### src/rtl/rc4_decrypt_loop_if.sv
// Bundle between the RC4 keystream/decrypt stage and its S memory, encrypted ROM,
// decrypted RAM and downstream character checker.
interface rc4_decrypt_loop_if;
    logic       start;
    logic       start_over;
    logic       compared_char;
    logic [7:0] s_addr;
    logic [7:0] s_wdata;
    logic       s_wren;
    logic [7:0] s_rdata;
    logic [4:0] rom_addr;
    logic [7:0] rom_rdata;
    logic [4:0] dec_addr;
    logic [7:0] dec_wdata;
    logic       dec_wren;
    logic [7:0] char_out;
    logic       new_char;
    logic [5:0] k;
    logic       busy;
    logic       done;

    modport slave (
        input  start, start_over, compared_char, s_rdata, rom_rdata,
        output s_addr, s_wdata, s_wren, rom_addr, dec_addr, dec_wdata, dec_wren,
        output char_out, new_char, k, busy, done
    );

    modport master (
        output start, start_over, compared_char, s_rdata, rom_rdata,
        input  s_addr, s_wdata, s_wren, rom_addr, dec_addr, dec_wdata, dec_wren,
        input  char_out, new_char, k, busy, done
    );
endinterface

### src/rtl/rc4_decrypt_loop.sv
// RC4 keystream generator over the S-box built by the earlier loops: decrypts the
// ROM one byte at a time and hands each plaintext character to the checker.
module rc4_decrypt_loop #(
    parameter int MSG_LEN = 32
) (
    input  logic               clok,
    input  logic               resetm,
    rc4_decrypt_loop_if.slave  bus
);
    localparam logic [5:0] LAST_K = 6'(MSG_LEN - 1);

    typedef enum logic [3:0] {
        IDLE, SI_ADDR, SI_WAIT, SI_LATCH, SJ_ADDR, SJ_WAIT, SJ_LATCH,
        WR_I, WR_J, F_ADDR, F_WAIT, F_LATCH, EMIT, WAIT_CMP, DONE
    } state_t;

    state_t     state_q, state_d;
    logic [7:0] i_q, i_d, j_q, j_d;
    logic [7:0] si_q, si_d, sj_q, sj_d;
    logic [7:0] f_q, f_d, enc_q, enc_d;
    logic [5:0] k_q, k_d;
    logic       ack_pend_q, ack_pend_d;
    logic [7:0] s_addr_q, s_addr_d, s_wdata_q, s_wdata_d;
    logic       s_wren_q, s_wren_d;
    logic [4:0] rom_addr_q, rom_addr_d, dec_addr_q, dec_addr_d;
    logic       dec_wren_q, dec_wren_d, new_char_q, new_char_d;
    logic       ack_seen;
    logic [7:0] j_sum;

    // An acknowledge sampled on the edge that leaves EMIT is remembered so WAIT_CMP still honours it.
    assign ack_seen = bus.compared_char | ack_pend_q;
    assign j_sum    = j_q + bus.s_rdata;

    always_ff @(posedge clok or negedge resetm) begin
        if (!resetm) begin
            state_q <= IDLE;
        end else begin
            state_q <= state_d;
        end
    end

    always_comb begin
        state_d = state_q;
        if (bus.start_over) begin
            state_d = IDLE;
        end else begin
            case (state_q)
                IDLE:     if (bus.start) state_d = SI_ADDR;
                SI_ADDR:  state_d = SI_WAIT;
                SI_WAIT:  state_d = SI_LATCH;
                SI_LATCH: state_d = SJ_ADDR;
                SJ_ADDR:  state_d = SJ_WAIT;
                SJ_WAIT:  state_d = SJ_LATCH;
                SJ_LATCH: state_d = WR_I;
                WR_I:     state_d = WR_J;
                WR_J:     state_d = F_ADDR;
                F_ADDR:   state_d = F_WAIT;
                F_WAIT:   state_d = F_LATCH;
                F_LATCH:  state_d = EMIT;
                EMIT:     state_d = WAIT_CMP;
                WAIT_CMP: if (ack_seen) state_d = (k_q == LAST_K) ? DONE : SI_ADDR;
                DONE:     state_d = DONE;
                default:  state_d = IDLE;
            endcase
        end
    end

    // Register loads happen on the edge that ends each state, so the S/ROM reads
    // land exactly two edges after their address and new_char shows during EMIT.
    always_comb begin
        i_d        = i_q;
        j_d        = j_q;
        k_d        = k_q;
        si_d       = si_q;
        sj_d       = sj_q;
        f_d        = f_q;
        enc_d      = enc_q;
        ack_pend_d = ack_pend_q;
        s_addr_d   = s_addr_q;
        s_wdata_d  = s_wdata_q;
        s_wren_d   = 1'b0;
        rom_addr_d = rom_addr_q;
        dec_addr_d = dec_addr_q;
        dec_wren_d = 1'b0;
        new_char_d = 1'b0;
        if (bus.start_over) begin
            i_d        = '0;
            j_d        = '0;
            k_d        = '0;
            ack_pend_d = 1'b0;
        end else begin
            case (state_q)
                IDLE: begin
                    i_d = '0;
                    j_d = '0;
                    k_d = '0;
                    if (bus.start) begin
                        i_d      = 8'd1;
                        s_addr_d = 8'd1;
                    end
                end
                SI_LATCH: begin
                    si_d     = bus.s_rdata;
                    j_d      = j_sum;
                    s_addr_d = j_sum;
                end
                SJ_LATCH: begin
                    sj_d      = bus.s_rdata;
                    s_addr_d  = i_q;
                    s_wdata_d = bus.s_rdata;
                    s_wren_d  = 1'b1;
                end
                WR_I: begin
                    s_addr_d  = j_q;
                    s_wdata_d = si_q;
                    s_wren_d  = 1'b1;
                end
                WR_J: begin
                    s_addr_d   = si_q + sj_q;
                    rom_addr_d = k_q[4:0];
                end
                F_LATCH: begin
                    f_d        = bus.s_rdata;
                    enc_d      = bus.rom_rdata;
                    dec_addr_d = k_q[4:0];
                    dec_wren_d = 1'b1;
                    new_char_d = 1'b1;
                end
                EMIT: ack_pend_d = bus.compared_char;
                WAIT_CMP: begin
                    if (ack_seen) begin
                        ack_pend_d = 1'b0;
                        k_d        = k_q + 6'd1;
                        if (k_q != LAST_K) begin
                            i_d      = i_q + 8'd1;
                            s_addr_d = i_q + 8'd1;
                        end
                    end
                end
                default: ;
            endcase
        end
    end

    always_ff @(posedge clok or negedge resetm) begin
        if (!resetm) begin
            i_q        <= '0;
            j_q        <= '0;
            k_q        <= '0;
            si_q       <= '0;
            sj_q       <= '0;
            f_q        <= '0;
            enc_q      <= '0;
            ack_pend_q <= 1'b0;
            s_addr_q   <= '0;
            s_wdata_q  <= '0;
            s_wren_q   <= 1'b0;
            rom_addr_q <= '0;
            dec_addr_q <= '0;
            dec_wren_q <= 1'b0;
            new_char_q <= 1'b0;
        end else begin
            i_q        <= i_d;
            j_q        <= j_d;
            k_q        <= k_d;
            si_q       <= si_d;
            sj_q       <= sj_d;
            f_q        <= f_d;
            enc_q      <= enc_d;
            ack_pend_q <= ack_pend_d;
            s_addr_q   <= s_addr_d;
            s_wdata_q  <= s_wdata_d;
            s_wren_q   <= s_wren_d;
            rom_addr_q <= rom_addr_d;
            dec_addr_q <= dec_addr_d;
            dec_wren_q <= dec_wren_d;
            new_char_q <= new_char_d;
        end
    end

    // Plaintext is formed from the latched keystream and ciphertext, so it holds across aborts.
    assign bus.char_out  = f_q ^ enc_q;
    assign bus.dec_wdata = f_q ^ enc_q;
    assign bus.dec_addr  = dec_addr_q;
    assign bus.dec_wren  = dec_wren_q;
    assign bus.new_char  = new_char_q;
    assign bus.s_addr    = s_addr_q;
    assign bus.s_wdata   = s_wdata_q;
    assign bus.s_wren    = s_wren_q;
    assign bus.rom_addr  = rom_addr_q;
    assign bus.k         = k_q;
    assign bus.busy      = (state_q != IDLE) && (state_q != DONE);
    assign bus.done      = (state_q == DONE);
endmodule

### src/flat_wrapper.sv
// flat-port wrapper written by rule: the top's interface ports become plain ports
module rc4_decrypt_loop_flat 
#(
    parameter int MSG_LEN = 32
)
  (clok, resetm, bus_start, bus_start_over, bus_compared_char, bus_s_rdata, bus_rom_rdata, bus_s_addr, bus_s_wdata, bus_s_wren, bus_rom_addr, bus_dec_addr, bus_dec_wdata, bus_dec_wren, bus_char_out, bus_new_char, bus_k, bus_busy, bus_done);
  rc4_decrypt_loop_if bus_i ();
  input  logic clok;
  input  logic resetm;
  input wire logic [$bits(bus_i.start)-1:0] bus_start;
  input wire logic [$bits(bus_i.start_over)-1:0] bus_start_over;
  input wire logic [$bits(bus_i.compared_char)-1:0] bus_compared_char;
  input wire logic [$bits(bus_i.s_rdata)-1:0] bus_s_rdata;
  input wire logic [$bits(bus_i.rom_rdata)-1:0] bus_rom_rdata;
  output wire logic [$bits(bus_i.s_addr)-1:0] bus_s_addr;
  output wire logic [$bits(bus_i.s_wdata)-1:0] bus_s_wdata;
  output wire logic [$bits(bus_i.s_wren)-1:0] bus_s_wren;
  output wire logic [$bits(bus_i.rom_addr)-1:0] bus_rom_addr;
  output wire logic [$bits(bus_i.dec_addr)-1:0] bus_dec_addr;
  output wire logic [$bits(bus_i.dec_wdata)-1:0] bus_dec_wdata;
  output wire logic [$bits(bus_i.dec_wren)-1:0] bus_dec_wren;
  output wire logic [$bits(bus_i.char_out)-1:0] bus_char_out;
  output wire logic [$bits(bus_i.new_char)-1:0] bus_new_char;
  output wire logic [$bits(bus_i.k)-1:0] bus_k;
  output wire logic [$bits(bus_i.busy)-1:0] bus_busy;
  output wire logic [$bits(bus_i.done)-1:0] bus_done;
  assign bus_i.start = bus_start;
  assign bus_i.start_over = bus_start_over;
  assign bus_i.compared_char = bus_compared_char;
  assign bus_i.s_rdata = bus_s_rdata;
  assign bus_i.rom_rdata = bus_rom_rdata;
  assign bus_s_addr = bus_i.s_addr;
  assign bus_s_wdata = bus_i.s_wdata;
  assign bus_s_wren = bus_i.s_wren;
  assign bus_rom_addr = bus_i.rom_addr;
  assign bus_dec_addr = bus_i.dec_addr;
  assign bus_dec_wdata = bus_i.dec_wdata;
  assign bus_dec_wren = bus_i.dec_wren;
  assign bus_char_out = bus_i.char_out;
  assign bus_new_char = bus_i.new_char;
  assign bus_k = bus_i.k;
  assign bus_busy = bus_i.busy;
  assign bus_done = bus_i.done;
  rc4_decrypt_loop #(.MSG_LEN(MSG_LEN)) u_core (.clok(clok), .resetm(resetm), .bus(bus_i));
endmodule
### config.mk
export PLATFORM = sky130hd
export DESIGN_NAME = rc4_decrypt_loop_flat
export DESIGN_NICKNAME = d
export VERILOG_FILES = /design/src/rtl/rc4_decrypt_loop_if.sv /design/src/rtl/rc4_decrypt_loop.sv /design/src/flat_wrapper.sv
export SDC_FILE = /design/constraint.sdc
export NUM_CORES = 1
export LEC_CHECK = 0
export ABC_AREA = 1
export CORE_ASPECT_RATIO = 1.2
export CORE_MARGIN = 2
export CORE_UTILIZATION = 35
export DETAILED_ROUTE_END_ITERATION = 8
export HOLD_SLACK_MARGIN = 0.03
export PLACE_DENSITY_LB_ADDON = 0.08
export RECOVER_POWER = 100
export SLEW_MARGIN = 20
export SYNTH_ARGS = -nofsm -noshare
export SYNTH_HDL_FRONTEND = slang
export SYNTH_SLANG_ARGS = --single-unit
### constraint.sdc
create_clock -name clok -period 2.6 [get_ports clok]
set_clock_uncertainty 0.1 [all_clocks]
set_input_delay 0.39 -clock clok [delete_from_list [all_inputs] [get_ports clok]]
set_output_delay 0.39 -clock clok [all_outputs]
set_load 0.005 [all_outputs]
Yosys cells after proc, flatten, opt, wreduce, memory -nomap -nowiden
Index checks and enable logic that the tools add are counted.
{"block": "word_totals", "register_bits": 87, "in_bits": 21, "output_inout_bits": 53, "elab_cells": 89}
{"block": "op_classes", "add_sub_neg": 4, "eq_ne": 23, "n_mux": 25, "n_bitwise": 3, "reduce_logical": 19}
{"operator": "4-bit one-hot mux with 15 select lines", "count": 1}
{"operator": "8-bit one-hot mux with 2 select lines", "count": 3}
{"operator": "8-bit one-hot mux with 6 select lines", "count": 1}
{"operator": "8-bit 2-to-1 mux", "count": 5}
{"operator": "4-bit equality test (second input constant)", "count": 7}
{"operator": "8-bit adder", "count": 2}
{"operator": "4-bit by 3-bit equality test with 1-bit output (second input constant)", "count": 4}
{"operator": "4-bit 2-to-1 mux", "count": 4}
{"operator": "2-bit AND reduction", "count": 8}
{"operator": "6-bit 2-to-1 mux", "count": 2}
{"operator": "6-bit one-hot mux with 2 select lines", "count": 1}
{"operator": "3-bit nonzero test", "count": 3}
{"operator": "8-bit by 1-bit adder with 8-bit output (second input constant)", "count": 1}
{"operator": "4-bit by 2-bit equality test with 1-bit output (second input constant)", "count": 2}
{"operator": "8-bit bitwise XOR", "count": 1}
{"operator": "1-bit 2-to-1 mux", "count": 7}
{"operator": "6-bit by 1-bit adder with 6-bit output (second input constant)", "count": 1}
{"operator": "6-bit by 5-bit equality test with 1-bit output (second input constant)", "count": 1}
{"operator": "3-bit by 2-bit inequality test with 1-bit output (second input constant)", "count": 2}
{"operator": "6-bit by 5-bit inequality test with 1-bit output (second input constant)", "count": 1}
{"operator": "6-bit nonzero test", "count": 1}
{"operator": "5-bit AND reduction", "count": 1}
{"operator": "4-bit by 1-bit equality test with 1-bit output (second input constant)", "count": 1}
{"operator": "4-bit zero test", "count": 1}
{"operator": "other kinds (12)", "count": 13}

Longest topological paths before layout
{"block": "logic_depth", "ltp_word": 5, "depth_mapped": 12, "ltp_nobuf": 11}

Worst setup path after synthesis
OpenSTA, ideal clock, no wires.
{"block": "synth_path", "kind": "reg2reg", "startpoint": "register u_core.sj_q[0]", "endpoint": "register u_core.s_addr_q[2], in the netlist u_core.bus.s_addr[2]", "setup_ns": 0.120, "t_arrival_ns": 1.586, "required_ns": 2.380, "setup_slack_ns": 0.793, "stages_incl_launch_ff": 8, "path_buffers": 0, "synth_period_minus_slack_ns": 1.807, "cell_sequence": "dfrtp_1 ha_1 fa_1 or2_2 nand3_1 nand4_1 o21ai_1 nand2_1"}
{"block": "synth_between", "elab_chain_cells": 2}
{"item": "from (decl)", "line_no": "rc4_decrypt_loop.sv:19", "rtl": "logic [7:0] si_q, si_d, sj_q, sj_d;"}
{"item": "from (signal assigned)", "line_no": "rc4_decrypt_loop.sv:167", "rtl": "sj_q <= sj_d;"}
{"item": "8-bit adder", "line_no": "rc4_decrypt_loop.sv:119", "rtl": "s_addr_d = si_q + sj_q;"}
{"item": "8-bit one-hot mux with 6 select lines", "line_no": "rc4_decrypt_loop.sv:92", "rtl": "case (state_q)"}
{"item": "to (signal assigned)", "line_no": "rc4_decrypt_loop.sv:171", "rtl": "s_addr_q <= s_addr_d;"}
{"item": "to (decl)", "line_no": "rc4_decrypt_loop.sv:23", "rtl": "logic [7:0] s_addr_q, s_addr_d, s_wdata_q, s_wdata_d;"}
Every way passes these cells.
A chain may end at the register's enable or synchronous reset.

Worst setup path after layout
{"block": "layout_path", "startpoint": "register u_core.state_q[0]", "endpoint": "output port bus_busy"}
{"block": "layout_between", "elab_chain_cells": 2, "elab_cells_between_ends": 3, "classes_between": "1 x eq/ne; 2 x reduce/logical"}
{"item": "from (decl)", "line_no": "rc4_decrypt_loop.sv:17", "rtl": "state_t state_q, state_d;"}
{"item": "from (signal assigned)", "line_no": "rc4_decrypt_loop.sv:38", "rtl": "state_q <= state_d;"}
{"item": "4-bit inequality test or 4-bit nonzero test (tied branches)", "line_no": "rc4_decrypt_loop.sv:192", "rtl": "assign bus.busy = (state_q != IDLE) && (state_q != DONE);"}
{"item": "1-bit logical AND *", "line_no": "rc4_decrypt_loop.sv:192"}
{"item": "to (decl)", "line_no": "flat_wrapper.sv:25", "rtl": "output wire logic [$bits(bus_i.busy)-1:0] bus_busy;"}
Mark *: on every way between the ends. The rest lies on a longest branch, timed or not.

==> summary.txt <==
Status
  • Status: complete, but fails checks
  • Failing checks: design-rule violations, max-capacitance violations, max-slew violations

Placement
  • Dpl hpwl: 9390 um
  • Port-buffer cells: 73
  • Dpl ws: ~260 ps
  • Placed inst area: just under 0.006 mm^2
  • Final GP Congestion: roughly 0.85

Floorplan
  • Die H: 135 um
  • Initial Util: 35.9%
  • Die ar.: between 0.015 and 0.02 mm^2
  • Die X-Extent: 113 um
  • Top-level I/O count: 74
  • Core area: between 0.01 and 0.015 mm^2
  • # rows: 47

Drt
  • Post-route ant nets: 0
  • Vias per Instance: between 4 and 5
  • Via count: roughly 4200
  • Initial DRC Count: around 180
  • DR pass1 iterations: 8
  • DRC: 7
  • Final wirelength: 12300 um
  • Wirelength per Cell: 14.4 um

Global route
  • Top Usage Layer GRT: met2
  • Initial antenna violation count: 0
  • Met3 Use GR: 1.89%
  • GR Overflow Total: 0
  • Vias in the first global route: slightly below 4000
  • GRT met2 Usage: 27.1%
  • Global-route wire length before repair: 20400 um
  • Total GRT Usage: 16.9%
  • Largest net degree at the start of global routing: 42
  • Met1 usage: between 20% and 30%

Critical path
  • Critical path cell sequence: inv_2 -> nand2_2 -> nor2_4 -> nor2_1 -> clkdlybuf4s50_1
  • Crit path buf inv count: 2
  • Crit Path Class: flop to output port
  • Critical path's largest stage delay: ~440 ps
  • CP Data Required Time: between 2000 and 2500 ps
  • WP data arrival: 1890 ps
  • CP delay by family, top: buffers and inverters
  • Setup slack, reg-to-reg: around 250 ps
  • CP max-delay cell: clkdlybuf4s50_1
  • Crit end category: output port
  • Crit path launch type: flop
  • CP max FO: 14

Timing
  • Worst setup margin: 216 ps
  • Tightest Pin Transition: about 1500 ps
  • Final setup fails: 0
  • Crit share post-route: between 90% and 100%
  • Max_slew headroom: -3.21%
  • Tmin final: approximately 2400 ps
  • Fin. Hold Viols: 0
  • RSZ-0062 raised after global routing: no
  • Setup TNS: 0 ps
  • F_max: 419 MHz
  • Max Slew Vio Count: 31

CTS
  • Root Driver: clkbuf_16
  • Clock latency on the worst-skew pair: 350 ps
  • Max Root-Sink Buffers: 2
  • Setup bufs post-CTS: 0
  • H-Tree Depth: 3
  • Clk sinks: 87
  • PostCTS Resize Cnt: 0
  • Worst-path clk slew: ~70 ps
  • CTS buffer count: 9
  • CTS tree: yes
  • CTS Hold Bufs: 1

Cells and area
  • Syn-to-layout area delta: 21.4%
  • Post-route cell area: roughly 0.006 mm^2
  • ANT cells: 0
  • Commonest non-fill, non-tap cells in the layout: nand2_1, dfrtp_1, inv_1, o21ai_0, dlygate4sd3_1
  • NumNets Final: ~700
  • Layout cells sized above 1: under 10%
  • Commonest non-fill, non-tap cell in the layout: nand2_1

Synthesis
  • Post-synthesis sequential area ratio: around 44%
  • Mapped Avg Cell Area: approximately 8 um^2
  • Post-synthesis cell count: between 600 and 700
  • Post-synth EDFFs: 0
  • Number of synthesized register bits: 87
  • Asr flop ratio synth: between 90% and 100%
  • Ys flop type: dfrtp_1
  • Synthesized cell area: between 0.004 and 0.005 mm^2
  • Synth Warn #: 0
  • Syn nets: roughly 650
  • Library cells used by synthesis: 40

Power
  • LEAKAGE: between 3 and 4 nW
  • Power per standard cell area: around 580 mW/mm^2
  • Peak supply drop: ~0.00027 V

Job
  • Max_cap viols: 1

Hold path
  • Hold Path Class: flop to flop
routing by layer:
metal,up-vias,routed length [um],share of wire [%]
met5,-,0,0
met4,0,293,2.4
met3,19,433,3.5
met2,91,5810,47
met1,1931,5720,47
li1,2133,-,-
worst register-to-register path, stage by stage (launching register included):
cell and delay (ps):
dfrtp_1 490, inv_2 90, nor2_2 200, nand2_4 150
nor2_1 600, nand2_2 340, o21ai_0 280
cell type report:
cell class | count | area, um^2
sequential | 87 | 2180
multi-input combinational | 425 | 2240
inverter | 72 | 270
timing repair buffer | 81 | 791
fill | 1424 | 7830
clock buffer | 10 | 239
clock inverter | 6 | 115
tap | 171 | 214
registers in the layout, indices dropped and copies added, names as in the netlist:
name,count
u_core.ack_pend_q,1
u_core.si_q,8
u_core.bus.rom_addr,5
u_core.enc_q,8
u_core.bus.s_addr,8
u_core.f_q,8
u_core.i_q,8
u_core.j_q,8
u_core.bus.s_wren,1
u_core.bus.k,6
u_core.bus.dec_wren,1
u_core.state_q,4
u_core.sj_q,8
u_core.bus.dec_addr,5
u_core.bus.s_wdata,8
path summary, 6_finish.rpt:
check / start / endpoint / depth (start not counted)
worst max register to register: u_core.state_q[2] / u_core.sj_q[4] / 6
worst max-delay path: u_core.state_q[0] / bus_busy / 5
max in group asynchronous: resetm / u_core.bus.s_addr[3] / 3
worst min register to register: u_core.bus.s_addr[7] / u_core.bus.s_addr[7] / 2
min in group asynchronous: resetm / u_core.bus.dec_addr[1] / 2
worst min-delay path: u_core.bus.s_addr[7] / u_core.bus.s_addr[7] / 2
cells in the mapped netlist, drive strengths merged (10+ instances only):
| cell type | count | area share [%] |
|---|---|---|
| buf | 20 | 3.1 |
| o22ai | 14 | 1.9 |
| ha | 16 | 4.0 |
| dfrtp | 87 | 44 |
| nand3 | 44 | 4.8 |
| inv | 71 | 5.4 |
| o21ai | 81 | 9.6 |
| nand4 | 10 | 1.5 |
| nor2 | 46 | 4.8 |
| a21oi | 15 | 1.5 |
| nand2 | 167 | 14 |
| xor2 | 12 | 2.1 |
kinds of logic after synthesis:
group,count (synthesis),share of synthesized area [%]
fa+ha+maj,18,4.82
compound gates,116,13.9
flops,87,43.7
buf+inv,94,8.71
xor+xnor,14,2.46
simple gates,277,26.4
power by group:
part | leakage, nW | internal (W) | switching (W)
registers | 1.17 | 0.00143 | 0.0000679
logic | 1.71 | 0.000204 | 0.000265
clock network | 0.170 | 0.000972 | 0.000561
metrics by stage:
step                hold slack [ps]  cells  utilization, %  power, W
global placement                242    835            42.0   0.00203
floorplan                     -5.59    606               -   0.00182
CTS                             386    852            44.6   0.00358
finish                          377    852            43.6   0.00350
detailed placement              245    835            42.0   0.00204
global route                    412    852            43.6   0.00366
Note: power is estimated with default switching activity, not from simulation.
